[src/rtl/sync_fifo_if.sv]
// Handshake bundle between a same-clock producer/consumer and sync_fifo.
// master: the side that pushes/pops (drives winc/wdata/rinc).
// slave : the FIFO itself (drives data, flags, count and error pulses).
//   winc, wdata            write request and its data
//   wfull, walmost_full    write-side flags
//   rinc                   read request (pop)
//   rdata, rvalid          registered read data and its qualifier
//   rempty, ralmost_empty  read-side flags
//   count                  occupancy, 0..2**ADDR_WIDTH
//   overflow, underflow    one-cycle pulses for dropped writes / ignored reads
interface sync_fifo_if #(
  parameter int unsigned ADDR_WIDTH = 4,
  parameter int unsigned DATA_WIDTH = 32
);
  logic                  winc;
  logic [DATA_WIDTH-1:0] wdata;
  logic                  wfull;
  logic                  walmost_full;
  logic                  rinc;
  logic [DATA_WIDTH-1:0] rdata;
  logic                  rvalid;
  logic                  rempty;
  logic                  ralmost_empty;
  logic [ADDR_WIDTH:0]   count;
  logic                  overflow;
  logic                  underflow;

  modport master (
    output winc, wdata, rinc,
    input  wfull, walmost_full, rdata, rvalid, rempty, ralmost_empty, count, overflow, underflow
  );

  modport slave (
    input  winc, wdata, rinc,
    output wfull, walmost_full, rdata, rvalid, rempty, ralmost_empty, count, overflow, underflow
  );
endinterface

[src/rtl/sync_fifo.sv]
// Single-clock parametrised FIFO with registered flags, occupancy count, almost thresholds,
// a registered read port and overflow/underflow pulses.
// Ports:
//   clk  single clock, all state on posedge
//   rst  synchronous active-high reset, overrides winc/rinc
//   bus  sync_fifo_if.slave: winc/wdata/rinc in; rdata/rvalid, flags, count, pulses out
// Build option: define SYNC_FIFO_FWFT_EN for first-word-fall-through. The head word is
// prefetched into the output register, so rdata always shows the head and rvalid = ~rempty.
// Without it, an accepted read returns its word on rdata one cycle later with rvalid=1.
module sync_fifo #(
  parameter int unsigned ADDR_WIDTH    = 4,
  parameter int unsigned DATA_WIDTH    = 32,
  parameter int unsigned AFULL_THRESH  = 2**ADDR_WIDTH - 2,
  parameter int unsigned AEMPTY_THRESH = 2
) (
  input  logic        clk,
  input  logic        rst,
  sync_fifo_if.slave  bus
);

  localparam int unsigned DEPTH = 2**ADDR_WIDTH;
  localparam int unsigned PW    = ADDR_WIDTH + 1;

  typedef logic [PW-1:0] ptr_t;

  localparam ptr_t DepthP  = ptr_t'(DEPTH);
  localparam ptr_t AfullP  = ptr_t'(AFULL_THRESH);
  localparam ptr_t AemptyP = ptr_t'(AEMPTY_THRESH);

  logic [DATA_WIDTH-1:0] mem_q [DEPTH];

  ptr_t                  wptr_q, wptr_d;
  ptr_t                  rptr_q, rptr_d;
  ptr_t                  count_q, count_d;
  logic                  wfull_q, wfull_d;
  logic                  walmost_full_q, walmost_full_d;
  logic                  rempty_q, rempty_d;
  logic                  ralmost_empty_q, ralmost_empty_d;
  logic                  rvalid_q, rvalid_d;
  logic [DATA_WIDTH-1:0] rdata_q, rdata_d;
  logic                  overflow_q, underflow_q;

  logic                  wr_acc;
  logic                  rd_acc;
  logic [DATA_WIDTH-1:0] mem_rd;

  assign wr_acc = bus.winc & ~wfull_q;
  assign rd_acc = bus.rinc & ~rempty_q;
  assign mem_rd = mem_q[rptr_q[ADDR_WIDTH-1:0]];

  // Occupancy counts accepted transfers at the FIFO boundary in both modes.
  always_comb begin
    count_d = count_q;
    case ({wr_acc, rd_acc})
      2'b10:   count_d = count_q + ptr_t'(1);
      2'b01:   count_d = count_q - ptr_t'(1);
      default: count_d = count_q;
    endcase
    walmost_full_d  = (count_d >= AfullP);
    ralmost_empty_d = (count_d <= AemptyP);
  end

  assign wptr_d = wptr_q + ptr_t'(wr_acc);

`ifdef SYNC_FIFO_FWFT_EN
  logic mem_empty_q, mem_empty_d;
  logic load;

  // Refill the output register whenever it is free or being popped this edge. mem_empty_q
  // is registered, so a word written into an empty array is seen one edge later.
  always_comb begin
    load        = ~mem_empty_q & (~rvalid_q | rd_acc);
    rptr_d      = rptr_q + ptr_t'(load);
    rvalid_d    = load | (rvalid_q & ~rd_acc);
    rdata_d     = load ? mem_rd : rdata_q;
    rempty_d    = ~rvalid_d;
    mem_empty_d = (wptr_d == rptr_d);
    // The array plus output register can hold DEPTH+1 words; cap at DEPTH via count.
    wfull_d     = (count_d == DepthP);
  end

  always_ff @(posedge clk) begin
    if (rst) begin
      mem_empty_q <= 1'b1;
    end else begin
      mem_empty_q <= mem_empty_d;
    end
  end
`else
  always_comb begin
    rptr_d   = rptr_q + ptr_t'(rd_acc);
    rvalid_d = rd_acc;
    rdata_d  = rd_acc ? mem_rd : rdata_q;
    rempty_d = (wptr_d == rptr_d);
    // Same array address with opposite wrap bits means the writer is a full lap ahead.
    wfull_d  = (wptr_d[ADDR_WIDTH-1:0] == rptr_d[ADDR_WIDTH-1:0]) &&
               (wptr_d[ADDR_WIDTH] != rptr_d[ADDR_WIDTH]);
  end
`endif

  // Storage is not reset; stale words are unreachable once the pointers are cleared.
  always_ff @(posedge clk) begin
    if (wr_acc && !rst) begin
      mem_q[wptr_q[ADDR_WIDTH-1:0]] <= bus.wdata;
    end
  end

  always_ff @(posedge clk) begin
    if (rst) begin
      wptr_q          <= '0;
      rptr_q          <= '0;
      count_q         <= '0;
      wfull_q         <= 1'b0;
      walmost_full_q  <= 1'b0;
      rempty_q        <= 1'b1;
      ralmost_empty_q <= 1'b1;
      rvalid_q        <= 1'b0;
      rdata_q         <= '0;
      overflow_q      <= 1'b0;
      underflow_q     <= 1'b0;
    end else begin
      wptr_q          <= wptr_d;
      rptr_q          <= rptr_d;
      count_q         <= count_d;
      wfull_q         <= wfull_d;
      walmost_full_q  <= walmost_full_d;
      rempty_q        <= rempty_d;
      ralmost_empty_q <= ralmost_empty_d;
      rvalid_q        <= rvalid_d;
      rdata_q         <= rdata_d;
      overflow_q      <= bus.winc & wfull_q;
      underflow_q     <= bus.rinc & rempty_q;
    end
  end

  assign bus.wfull         = wfull_q;
  assign bus.walmost_full  = walmost_full_q;
  assign bus.rempty        = rempty_q;
  assign bus.ralmost_empty = ralmost_empty_q;
  assign bus.rvalid        = rvalid_q;
  assign bus.rdata         = rdata_q;
  assign bus.count         = count_q;
  assign bus.overflow      = overflow_q;
  assign bus.underflow     = underflow_q;

endmodule
[src/flat_wrapper.sv]
// flat-port wrapper written by rule: the top's interface ports become plain ports
module sync_fifo_flat 
#(
  parameter int unsigned ADDR_WIDTH    = 4,
  parameter int unsigned DATA_WIDTH    = 32,
  parameter int unsigned AFULL_THRESH  = 2**ADDR_WIDTH - 2,
  parameter int unsigned AEMPTY_THRESH = 2
)
  (clk, rst, bus_winc, bus_wdata, bus_rinc, bus_wfull, bus_walmost_full, bus_rdata, bus_rvalid, bus_rempty, bus_ralmost_empty, bus_count, bus_overflow, bus_underflow);
  sync_fifo_if #(.ADDR_WIDTH(ADDR_WIDTH), .DATA_WIDTH(DATA_WIDTH)) bus_i ();
  input  logic clk;
  input  logic rst;
  input wire logic [$bits(bus_i.winc)-1:0] bus_winc;
  input wire logic [$bits(bus_i.wdata)-1:0] bus_wdata;
  input wire logic [$bits(bus_i.rinc)-1:0] bus_rinc;
  output wire logic [$bits(bus_i.wfull)-1:0] bus_wfull;
  output wire logic [$bits(bus_i.walmost_full)-1:0] bus_walmost_full;
  output wire logic [$bits(bus_i.rdata)-1:0] bus_rdata;
  output wire logic [$bits(bus_i.rvalid)-1:0] bus_rvalid;
  output wire logic [$bits(bus_i.rempty)-1:0] bus_rempty;
  output wire logic [$bits(bus_i.ralmost_empty)-1:0] bus_ralmost_empty;
  output wire logic [$bits(bus_i.count)-1:0] bus_count;
  output wire logic [$bits(bus_i.overflow)-1:0] bus_overflow;
  output wire logic [$bits(bus_i.underflow)-1:0] bus_underflow;
  assign bus_i.winc = bus_winc;
  assign bus_i.wdata = bus_wdata;
  assign bus_i.rinc = bus_rinc;
  assign bus_wfull = bus_i.wfull;
  assign bus_walmost_full = bus_i.walmost_full;
  assign bus_rdata = bus_i.rdata;
  assign bus_rvalid = bus_i.rvalid;
  assign bus_rempty = bus_i.rempty;
  assign bus_ralmost_empty = bus_i.ralmost_empty;
  assign bus_count = bus_i.count;
  assign bus_overflow = bus_i.overflow;
  assign bus_underflow = bus_i.underflow;
  sync_fifo #(.ADDR_WIDTH(ADDR_WIDTH), .DATA_WIDTH(DATA_WIDTH), .AFULL_THRESH(AFULL_THRESH), .AEMPTY_THRESH(AEMPTY_THRESH)) u_core (.clk(clk), .rst(rst), .bus(bus_i));
endmodule
[config.mk]
export PLATFORM = sky130hd
export DESIGN_NAME = sync_fifo_flat
export DESIGN_NICKNAME = d
export VERILOG_FILES = /design/src/rtl/sync_fifo_if.sv /design/src/rtl/sync_fifo.sv /design/src/flat_wrapper.sv
export SDC_FILE = /design/constraint.sdc
export NUM_CORES = 1
export LEC_CHECK = 0
export ABC_AREA = 1
export CAP_MARGIN = 20
export CORE_MARGIN = 2
export CORE_UTILIZATION = 45
export DETAILED_ROUTE_END_ITERATION = 12
export PLACE_DENSITY = 0.59
export SYNTH_ARGS = -nofsm -noshare
export SYNTH_HDL_FRONTEND = slang
export SYNTH_SLANG_ARGS = --single-unit
[constraint.sdc]
create_clock -name clk -period 4.8 [get_ports clk]
set_input_delay 1.2 -clock clk [delete_from_list [all_inputs] [get_ports clk]]
set_output_delay 1.2 -clock clk [all_outputs]
set_load 0.03 [all_outputs]
# Word-level counts from Yosys, hierarchy flattened

Memory sizes are Yosys's and may differ from the RTL's. A register that Yosys moved wholly into a read port is not among the register bits.
Cells that the tools add are included.

Bits in registers: 22
RAM bits: 512
Memories: 1

Add/sub/neg operators: 4
$lt $le $gt $ge: 2
Equal/unequal tests: 5
Mux-type cells: 3
Bitwise logic cells: 6
Reductions and logical operators: 3

Memory list:

| name         | words | width | rd ports | clocked after Yosys merged registers in | wr ports | line            | source |
|---|---|---|---|---|---|---|---|
| u_core.mem_q | 16    | 32    | 1        | 1                                       | 1        | sync_fifo.sv:30 | `logic [DATA_WIDTH-1:0] mem_q [DEPTH];` |

Operator list:

| operator                                                                             | count |
|---|---|
| 5-bit by 1-bit adder with 5-bit output                                               | 2 |
| 5-bit one-hot mux with 2 select lines                                                | 1 |
| 5-bit by 1-bit adder with 5-bit output (second input constant)                       | 1 |
| 5-bit equality test                                                                  | 1 |
| 5-bit by 4-bit greater-or-equal comparator with 1-bit output (second input constant) | 1 |
| 5-bit by 2-bit less-or-equal comparator with 1-bit output (second input constant)    | 1 |
| 5-bit by 1-bit subtractor with 5-bit output (second input constant)                  | 1 |
| 1-bit AND                                                                            | 4 |
| 4-bit equality test                                                                  | 1 |
| 2-bit by 1-bit equality test with 1-bit output (second input constant)               | 1 |
| 2-bit equality test (second input constant)                                          | 1 |
| 1-bit logical AND                                                                    | 2 |
| 1-bit two-way mux                                                                    | 2 |
| 1-bit inverter                                                                       | 2 |
| 1-bit logical NOT                                                                    | 1 |
| 1-bit != test                                                                        | 1 |

# Depth between registers and ports, before layout

Gate-level depths: netlist (run 1).

Depth after elaboration: 5
Gate-level depth with buffers: 14
Gate-level depth less buffers: 14

# Worst setup path after synthesis (run 1)

Ideal clock, no wire load.

Kind: input port to flip-flop
From: input rst
To: memory u_core.mem_q[13][0], enable pin
Library setup time: 461 ps
Arrival time: 3905 ps
Setup slack: 434 ps
Stages: 4
Path buffers: 1
Cell sequence: clkbuf_1 -> nor2_1 -> nand2_1 -> nor3_1

Word-level cells in the longest chain between the ends: 4

Ends and longest elaborated chain:

| what                                    | line               | source |
|---|---|---|
| start: declaration                      | flat_wrapper.sv:12 | `input logic rst;` |
| 1-bit logical NOT                       | sync_fifo.sv:103   | `if (wr_acc && !rst) begin` |
| 1-bit logical AND                       | sync_fifo.sv:103   |  |
| 1-bit two-way mux                       | sync_fifo.sv:103   |  |
| 1-bit two-way mux (not written as such) | sync_fifo.sv:104   | `mem_q[wptr_q[ADDR_WIDTH-1:0]] <= bus.wdata;` |
| end: declaration                        | sync_fifo.sv:30    |  |

Every way passes these cells.

# Worst setup path after layout (run 1)

From: input bus_winc
To: memory u_core.mem_q[6][6], enable pin

Word-level cells in the longest chain between the ends: 4

Ends and longest elaborated chain:

| what                                    | line               | source |
|---|---|---|
| start: declaration                      | flat_wrapper.sv:13 | `input wire logic [$bits(bus_i.winc)-1:0] bus_winc;` |
| 1-bit AND                               | sync_fifo.sv:47    | `assign wr_acc = bus.winc & ~wfull_q;` |
| 1-bit logical AND                       | sync_fifo.sv:103   |  |
| 1-bit two-way mux                       | sync_fifo.sv:103   |  |
| 1-bit two-way mux (not written as such) | sync_fifo.sv:104   |  |

Every way passes these cells.

==> results of run 1 <==
==> power by group <==
part           total (µW)  internal (µW)  switching [µW]
clock                4440           2570            1870
combinational        1120            354             763
sequential           5520           5460            61.9
==> cell families after synthesis <==
logic type                 count (synthesis)  share of synthesized area [%]
and+or+nand+nor                          476                           8.36
xor gates and xnor gates                  11                          0.433
DFF                                      566                           73.9
adders and majority gates                  7                          0.393
buffers and inverters                    197                           3.88
muxes                                     32                           1.44
AOI/OAI and AO/OA                        449                           11.6
==> critical path, stage by stage <==
cell and delay [ps]:
clkdlybuf4s50_1 480, nand2_1 160, nor2_1 440, nand3_1 430, nor2_4 600, buf_4 310
==> worst paths after layout <==
kind         cells past startpoint                    to              from
max reg2reg                      8  u_core.bus.rdata[13]  u_core.rptr_q[2]
min                              2   u_core.bus.overflow  u_core.bus.wfull
max                              6    u_core.mem_q[6][6]          bus_winc
min reg2reg                      2   u_core.bus.overflow  u_core.bus.wfull
==> routing by layer <==
metal  up-vias  share of wire [%]  track usage, %
met3        92                7.8            4.20
li1       6461                  -               -
met5         -                  0               0
met1      6912                 44            32.9
met2       588                 45            34.1
met4         0                2.6            7.34
==> metrics by stage <==
stage | power, µW | area, µm² | instances | worst slack, ps
after floorplan | 6310 | 22300 | 1738 | 434
after global placement | 6720 | 23900 | 2410 | 848
after detailed placement | 6740 | 23900 | 2410 | 896
after CTS | 11100 | 25700 | 2518 | 1550
after global routing | 11400 | 25700 | 2518 | 1360
final | 11100 | 25700 | 2518 | 1480
==> sequential cells by signal (all words and copies together), names as in the netlist <==
signal	flops
u_core.bus.underflow	1
u_core.bus.count	5
u_core.bus.wfull	1
u_core.bus.rempty	1
u_core.bus.rdata	32
u_core.rptr_q	5
u_core.bus.ralmost_empty	1
u_core.bus.rvalid	1
u_core.mem_q	512
u_core.bus.walmost_full	1
u_core.bus.overflow	1
u_core.wptr_q	5
==> cells in the final DEF, fill, tap and decap left out, drive strengths merged, types with 7 or more instances in the layout <==
master / synthesis / layout
nand2: 193 / 193
clkdlybuf4s50: 0 / 78
ha: 7 / 7
o21ai: 212 / 212
dfxtp: 54 / 54
mux2i: 32 / 32
nor2: 228 / 228
o211ai: 8 / 8
a211oi: 33 / 33
xor2: 7 / 7
inv: 86 / 86
clkinv: 0 / 17
a21oi: 67 / 67
o22ai: 88 / 88
buf: 58 / 41
clkbuf: 53 / 86
nand3: 47 / 47
a21boi: 32 / 32
o221ai: 8 / 8
edfxtp: 512 / 512
==> area by class of cell <==
cell class / count / area share (%)
Sequential cell: 566 / 64.0
Multi-Input combinational cell: 975 / 19.7
Clock buffer: 86 / 6.37
Timing Repair Buffer: 119 / 4.61
Tap cell: 664 / 3.23
Inverter: 86 / 1.28
Clock inverter: 22 / 0.870
==> flow_summary.json, run 1 <==
{
  "r2r_setup_slack_ps": 1540,
  "initial_core_util_pct": 45.6,
  "dr.pass1.iters": 5,
  "synth_top_cell_by_area": "edfxtp_1",
  "period_needed_ps": 3320,
  "multi_input_area_um2": 5060,
  "syn_area_um2": 22300,
  "cts_setup_buffers": 0,
  "drc": 0,
  "yosys_register_bits": 566,
  "p_leak_uw": 0.00893,
  "core_area_um2": 48800,
  "dieArea_um2": 51300,
  "die_h_um": 226,
  "vias": 14053,
  "clockBufferDepth": 3,
  "syn-num-nets": 1781,
  "first_iter_violations": 1638,
  "power_density_nw_per_um2": 430,
  "grt_pass1_wl_mm": 85.0,
  "avgSynthCellArea_um2": 12.8,
  "end_kind": "register",
  "grt_antenna_before_repair": 0,
  "period_share_pct": 69.1,
  "cts_tree": "built",
  "io_pins": 80,
  "ir_drop_mv": 0.278,
  "synth_top_area_share_pct": 69.1,
  "n_fill_cell": 4130,
  "grt-ovfl-total": 0,
  "clk_pin_slew_ps": 60,
  "ys_top_cells_by_count": "edfxtp_1, nor2_1, nand2_1",
  "tightest_slew_ps": 1020,
  "critPathKind": "input port to register",
  "portBuffers": 79,
  "ys_seq_area_share_pct": 73.9,
  "synth_area_leaders": "edfxtp_1, dfxtp_1, nor2_1, nand2_1, o21ai_0",
  "drt-total-wl_mm": 57.3,
  "yosysMostFrequentCell": "edfxtp_1",
  "drive_gt1_share_pct": 7.87,
  "antenna_left": 0,
  "cts.sinks": 566,
  "ctsHoldBuffers": 0,
  "area_delta_synth_final_pct": 15.6,
  "cp_max_fo": 17,
  "clock_tree.root_cell": "clkbuf_16",
  "setup_tns_ps": 0,
  "grt_start_max_net_pins": 147,
  "clk_latency_ps": 620,
  "grt_setup_unrepaired": "false",
  "ys_types": 30,
  "final_net_count": 1850,
  "slew_viol_final": 0,
  "timing.final.hold_violations": 0,
  "grt_pass1_vias": 13522,
  "syn_inst": 1738,
  "crit_arrival_ps": 3640,
  "wire_per_inst_um": 22.7,
  "placementRows": 81,
  "cp-start-kind": "input port",
  "crit_required_ps": 5120,
  "maxCapViolCount": 0,
  "place_congestion": 0.823,
  "die_w_um": 226,
  "ff_latch_area_um2": 16500,
  "worst_hold_path_type": "register to register",
  "yosys_warnings": 0,
  "async_flop_share_pct": 0,
  "report.final.setup_viol": 0,
  "h-tree-depth": 2,
  "antenna_cells": 0,
  "clock_skew_ps": 21.8,
  "dp_hpwl_mm": 33.7,
  "status": "completed",
  "slew_headroom_pct": 31.7,
  "cts_made_buffers": 59,
  "fin_util_pct": 52.7,
  "holdWs_ps": 466,
  "ctsResizeCount": 0,
  "vias_per_cell": 5.58,
  "synth_edf_count": 512,
  "timing.fmax_mhz": 301,
  "grt_usage_pct": 22.5,
  "synth_ff_type": "edfxtp_1"
}
Power figures use the tool's default switching activity.
==> run 2: changes to the inputs <==
==> constraint.sdc (replaced) <==
create_clock -name clk -period 3.1 [get_ports clk]
set_input_delay 0.775 -clock clk [delete_from_list [all_inputs] [get_ports clk]]
set_output_delay 0.775 -clock clk [all_outputs]
set_load 0.03 [all_outputs]
==> run 2 against run 1 <==
  * Wire length fell by 1.8%
  * Critical endpoint is now bus_rempty
  * Global-route usage fell by 0.36 points
  * Register-to-register slack got worse by 690 ps
  * Hold slack improved by 6.8 ps
  * Non-clock buffer count rose by 27
  * Sequential share of layout area fell by 1.3 points
  * First-iteration DRC count fell by 17%
  * Clock-buffer cell count fell by 2
  * Clock power rose by 58%
  * Final cell count rose by 1.1%
  * Power rose by 56%
==> flow_summary.json, run 2 (same netlist as run 1, synthesis figures left out) <==
{
  "critPathLaunch": "u_core.bus.rempty",
  "cts_setup_buffers": 0,
  "grt_pass1_vias": 13838,
  "grt-ovfl-total": 0,
  "wire_per_inst_um": 22.1,
  "critPathKind": "register to output port",
  "grt_usage_pct": 22.2,
  "dr.pass1.iters": 5,
  "tightest_slew_ps": 797,
  "antenna_cells": 0,
  "initial_core_util_pct": 45.6,
  "clock_tree.root_cell": "clkbuf_16",
  "io_pins": 80,
  "die_w_um": 226,
  "dp.cells": 2437,
  "final_net_count": 1877,
  "grt_antenna_before_repair": 0,
  "cpMaxStageDelayCell": "clkdlybuf4s50_1",
  "cts_tree": "built",
  "placementRows": 81,
  "status": "completed",
  "area_delta_synth_final_pct": 18.1,
  "place_congestion": 0.800,
  "period_needed_ps": 2540,
  "cp-start-kind": "register",
  "slew_viol_final": 0,
  "power_density_nw_per_um2": 657,
  "p_leak_uw": 0.00917,
  "ctsResizeCount": 0,
  "final_common_cell": "edfxtp_1",
  "timing.rr.start": "u_core.rptr_q[2]",
  "timing.final.hold_violations": 0,
  "clock_skew_ps": 17.3,
  "maxCapViolCount": 0,
  "slew_headroom_pct": 46.7,
  "antenna_left": 0,
  "reg2reg_to": "u_core.bus.wfull",
  "hold_end": "u_core.bus.overflow",
  "report.final.setup_viol": 0,
  "cts.sinks": 566,
  "clk_latency_ps": 610,
  "path_delay_family": "buffers and inverters",
  "stdcell_count": 2546,
  "reg2regPathDepth": 7,
  "final_cell_mix": "edfxtp_1, nor2_1, nand2_1",
  "h-tree-depth": 2,
  "crit_arrival_ps": 1770,
  "path_buf_inv": 1,
  "clockBufferDepth": 3,
  "clk_pin_slew_ps": 60,
  "cp_cell_sequence": "clkdlybuf4s50_1",
  "r2r_setup_slack_ps": 850,
  "first_iter_violations": 1361,
  "drc": 0,
  "die_h_um": 226,
  "core_area_um2": 48800,
  "portBuffers": 79,
  "grt_pass1_wl_mm": 85.3,
  "timing.fmax_mhz": 394,
  "ctsHoldBuffers": 0,
  "crit_path_max_incr_delay_ps": 720,
  "cp_num_cells": 1,
  "cts_made_buffers": 59,
  "crit_required_ps": 2320,
  "grt_setup_unrepaired": "false",
  "dieArea_um2": 51300,
  "cp_max_fo": 4,
  "drive_gt1_share_pct": 9.51,
  "hp-start": "u_core.bus.wfull",
  "dp_hpwl_mm": 32.2,
  "worst_hold_path_type": "register to register",
  "min_path_cells": 2,
  "vias": 14094,
  "vias_per_cell": 5.54,
  "drt-total-wl_mm": 56.2,
  "end_kind": "output port",
  "largest_reg_flops": 512,
  "grt_start_max_net_pins": 111,
  "fin_util_pct": 53.8,
  "ir_drop_mv": 0.456,
  "period_share_pct": 81.9
}
run 2: cell count changes in the layout (fill, tap and decap cells not counted), sizes merged:
cell	change
bufinv	+1
clkinvlp	+1
buf	+27
clkbuf	-2
clkinv	+1
run 2: stage by stage:
step	setup WS, ps	area (µm²)	hold slack, ps	TNS [ps]	total power, µW
4_1_cts	527	26300	471	0	17400
5_1_grt	512	26300	492	0	17800
2_1_floorplan	-841	22300	487	-53810	9760
3_3_place_gp	306	24400	455	0	10400
3_5_place_dp	217	24400	461	0	10400
6_report	560	26300	473	0	17300
run 2: worst max-delay path by stage:
stage	endpoint
final	bus_rempty
after global routing	bus_rempty
after CTS	bus_rempty
after detailed placement	u_core.bus.ralmost_empty
after global placement	u_core.bus.ralmost_empty
after floorplan	u_core.mem_q[13][0]
run 2: area by class of cell:
cell class,count,area (µm²)
clock buffer,84,1660
fill,4085,22600
sequential,566,16500
tap,664,831
clock inverter,25,262
timing repair buffer,146,1680
multi-input combinational,975,5060
inverter,86,330
run 2: worst min-delay path: stages, from the launching register on:
cell,delay [ps]
dfxtp_1,330
nand2_1,70
nor2_1,30
run 2: routing by layer:
layer / track usage, % / wire [µm]
met1: 31.3 / 25000
met2: 36.4 / 27200
met3: 3.52 / 3230
met4: 4.71 / 762
met5: 0 / 0
run 2: report_power, final:
part	internal (µW)	switching (µW)	total, µW
clock	4130	2880	7010
combinational	577	1150	1730
sequential	8450	78.1	8530
==> run 3: changes to the inputs <==
==> constraint.sdc (replaced) <==
create_clock -name clk -period 2.5 [get_ports clk]
set_input_delay 0.625 -clock clk [delete_from_list [all_inputs] [get_ports clk]]
set_output_delay 0.625 -clock clk [all_outputs]
set_load 0.03 [all_outputs]
==> run 3 against run 2 <==
  * Sequential cell count unchanged
  * Final area is 0.40% higher
  * Clock-buffer cell count did not move
  * Via count is 1.0% higher
  * Largest cell class unchanged
  * Critical path depth unchanged
  * Die area stayed put
  * Hold slack lost 9.7 ps
  * Core utilization is 0.21 points higher
==> flow_summary.json, run 3 (same netlist as run 1, synthesis figures left out) <==
{
  "antenna_left": 0,
  "end_kind": "output port",
  "grt_setup_unrepaired": "false",
  "status": "completed",
  "cts_tree": "built",
  "core_area_um2": 48800,
  "grt-ovfl-total": 0,
  "vias_per_cell": 5.57,
  "path_delay_family": "buffers and inverters",
  "cp_max_fo": 2,
  "dp_hpwl_mm": 31.3,
  "p_leak_uw": 0.00924,
  "final_net_count": 1887,
  "area_delta_synth_final_pct": 18.6,
  "die_h_um": 226,
  "ir_drop_mv": 0.540,
  "portBuffers": 79,
  "grt_start_max_net_pins": 129,
  "critPathKind": "register to output port",
  "timing.fmax_mhz": 420,
  "dieArea_um2": 51300,
  "dr.pass1.iters": 5,
  "drc": 0,
  "r2r_setup_slack_ps": 600,
  "cp_cell_sequence": "clkdlybuf4s50_1",
  "h-tree-depth": 2,
  "crit_end": "bus_rdata[18]",
  "final_cell_mix": "edfxtp_1, nor2_1, nand2_1",
  "slew_headroom_pct": 42.8,
  "io_pins": 80,
  "drive_gt1_share_pct": 10.2,
  "grt_antenna_before_repair": 1,
  "initial_core_util_pct": 45.6,
  "first_iter_violations": 1443,
  "place_congestion": 0.767,
  "ctsResizeCount": 0,
  "period_needed_ps": 2380,
  "critPathLaunch": "u_core.bus.rdata[18]",
  "final_common_cell": "edfxtp_1",
  "cts.sinks": 566,
  "timing.rr.start": "u_core.rptr_q[1]",
  "clk_latency_ps": 620,
  "grt_pass1_wl_mm": 85.7,
  "clock_skew_ps": 24.7,
  "placementRows": 81,
  "crit_path_max_incr_delay_ps": 710,
  "cp-start-kind": "register",
  "crit_arrival_ps": 1750,
  "clockBufferDepth": 3,
  "crit_required_ps": 1880,
  "slew_viol_final": 0,
  "tightest_slew_ps": 858,
  "clock_tree.root_cell": "clkbuf_16",
  "cts_made_buffers": 58,
  "fin_util_pct": 54.0,
  "power_density_nw_per_um2": 809,
  "vias": 14240,
  "timing.final.hold_violations": 0,
  "path_buf_inv": 1,
  "report.final.setup_viol": 0,
  "cp_num_cells": 1,
  "drt-total-wl_mm": 57.4,
  "die_w_um": 226,
  "maxCapViolCount": 0,
  "dpl_cell_area_um2": 24500,
  "cts_setup_buffers": 0,
  "period_share_pct": 95.2,
  "reg2reg_to": "u_core.bus.rdata[23]",
  "antenna_cells": 0,
  "design_area_um2": 26400,
  "grt_pass1_vias": 13826,
  "worst_hold_path_type": "register to register",
  "ctsHoldBuffers": 0,
  "largest_reg_flops": 512,
  "grt_usage_pct": 22.6,
  "cpMaxStageDelayCell": "clkdlybuf4s50_1",
  "reg2regPathDepth": 10,
  "clk_pin_slew_ps": 60,
  "wire_per_inst_um": 22.4
}
run 3: metal layers:
metal,track usage (%),share of wire [%],up-vias
li1,-,-,6527
met1,32.0,44,7113
met2,36.2,48,515
met3,3.46,6.1,83
met4,6.43,1.9,2
met5,0,0.019,-
run 3: layout make-up:
type / count / area [µm²]
Clock buffer: 84 / 1640
Clock inverter: 26 / 280
Fill cell: 4144 / 22500
Inverter: 86 / 329
Multi-Input combinational cell: 975 / 5080
Sequential cell: 566 / 16500
Tap cell: 664 / 831
Timing Repair Buffer: 157 / 1770
run 3: power by group:
group	internal [µW]	switching, µW
clock network	5070	3580
registers	10500	104
logic	724	1380
run 3: per-stage QoR:
| step | std cells | worst slack [ps] | power (µW) | hold WS [ps] | TNS [ps] |
|---|---|---|---|---|---|
| floorplan | 1738 | -468 | 12100 | 487 | -112250 |
| global placement | 2448 | -133 | 12900 | 451 | -304 |
| detailed placement | 2448 | -89.0 | 12900 | 464 | -194 |
| CTS | 2558 | 91.6 | 21500 | 470 | 0 |
| global route | 2558 | 63.5 | 22100 | 493 | 0 |
| finish | 2558 | 121 | 21300 | 463 | 0 |
run 3: worst min path at each step:
stage	from	endpoint	slack, ps	cells past startpoint
6_report	u_core.bus.wfull	u_core.bus.overflow	460	2
5_1_grt	u_core.bus.wfull	u_core.bus.overflow	490	2
4_1_cts	u_core.bus.wfull	u_core.bus.overflow	470	2
3_5_place_dp	u_core.bus.wfull	u_core.bus.overflow	460	2
3_3_place_gp	u_core.bus.wfull	u_core.bus.overflow	450	2
2_1_floorplan	u_core.rptr_q[4]	u_core.rptr_q[4]	490	2
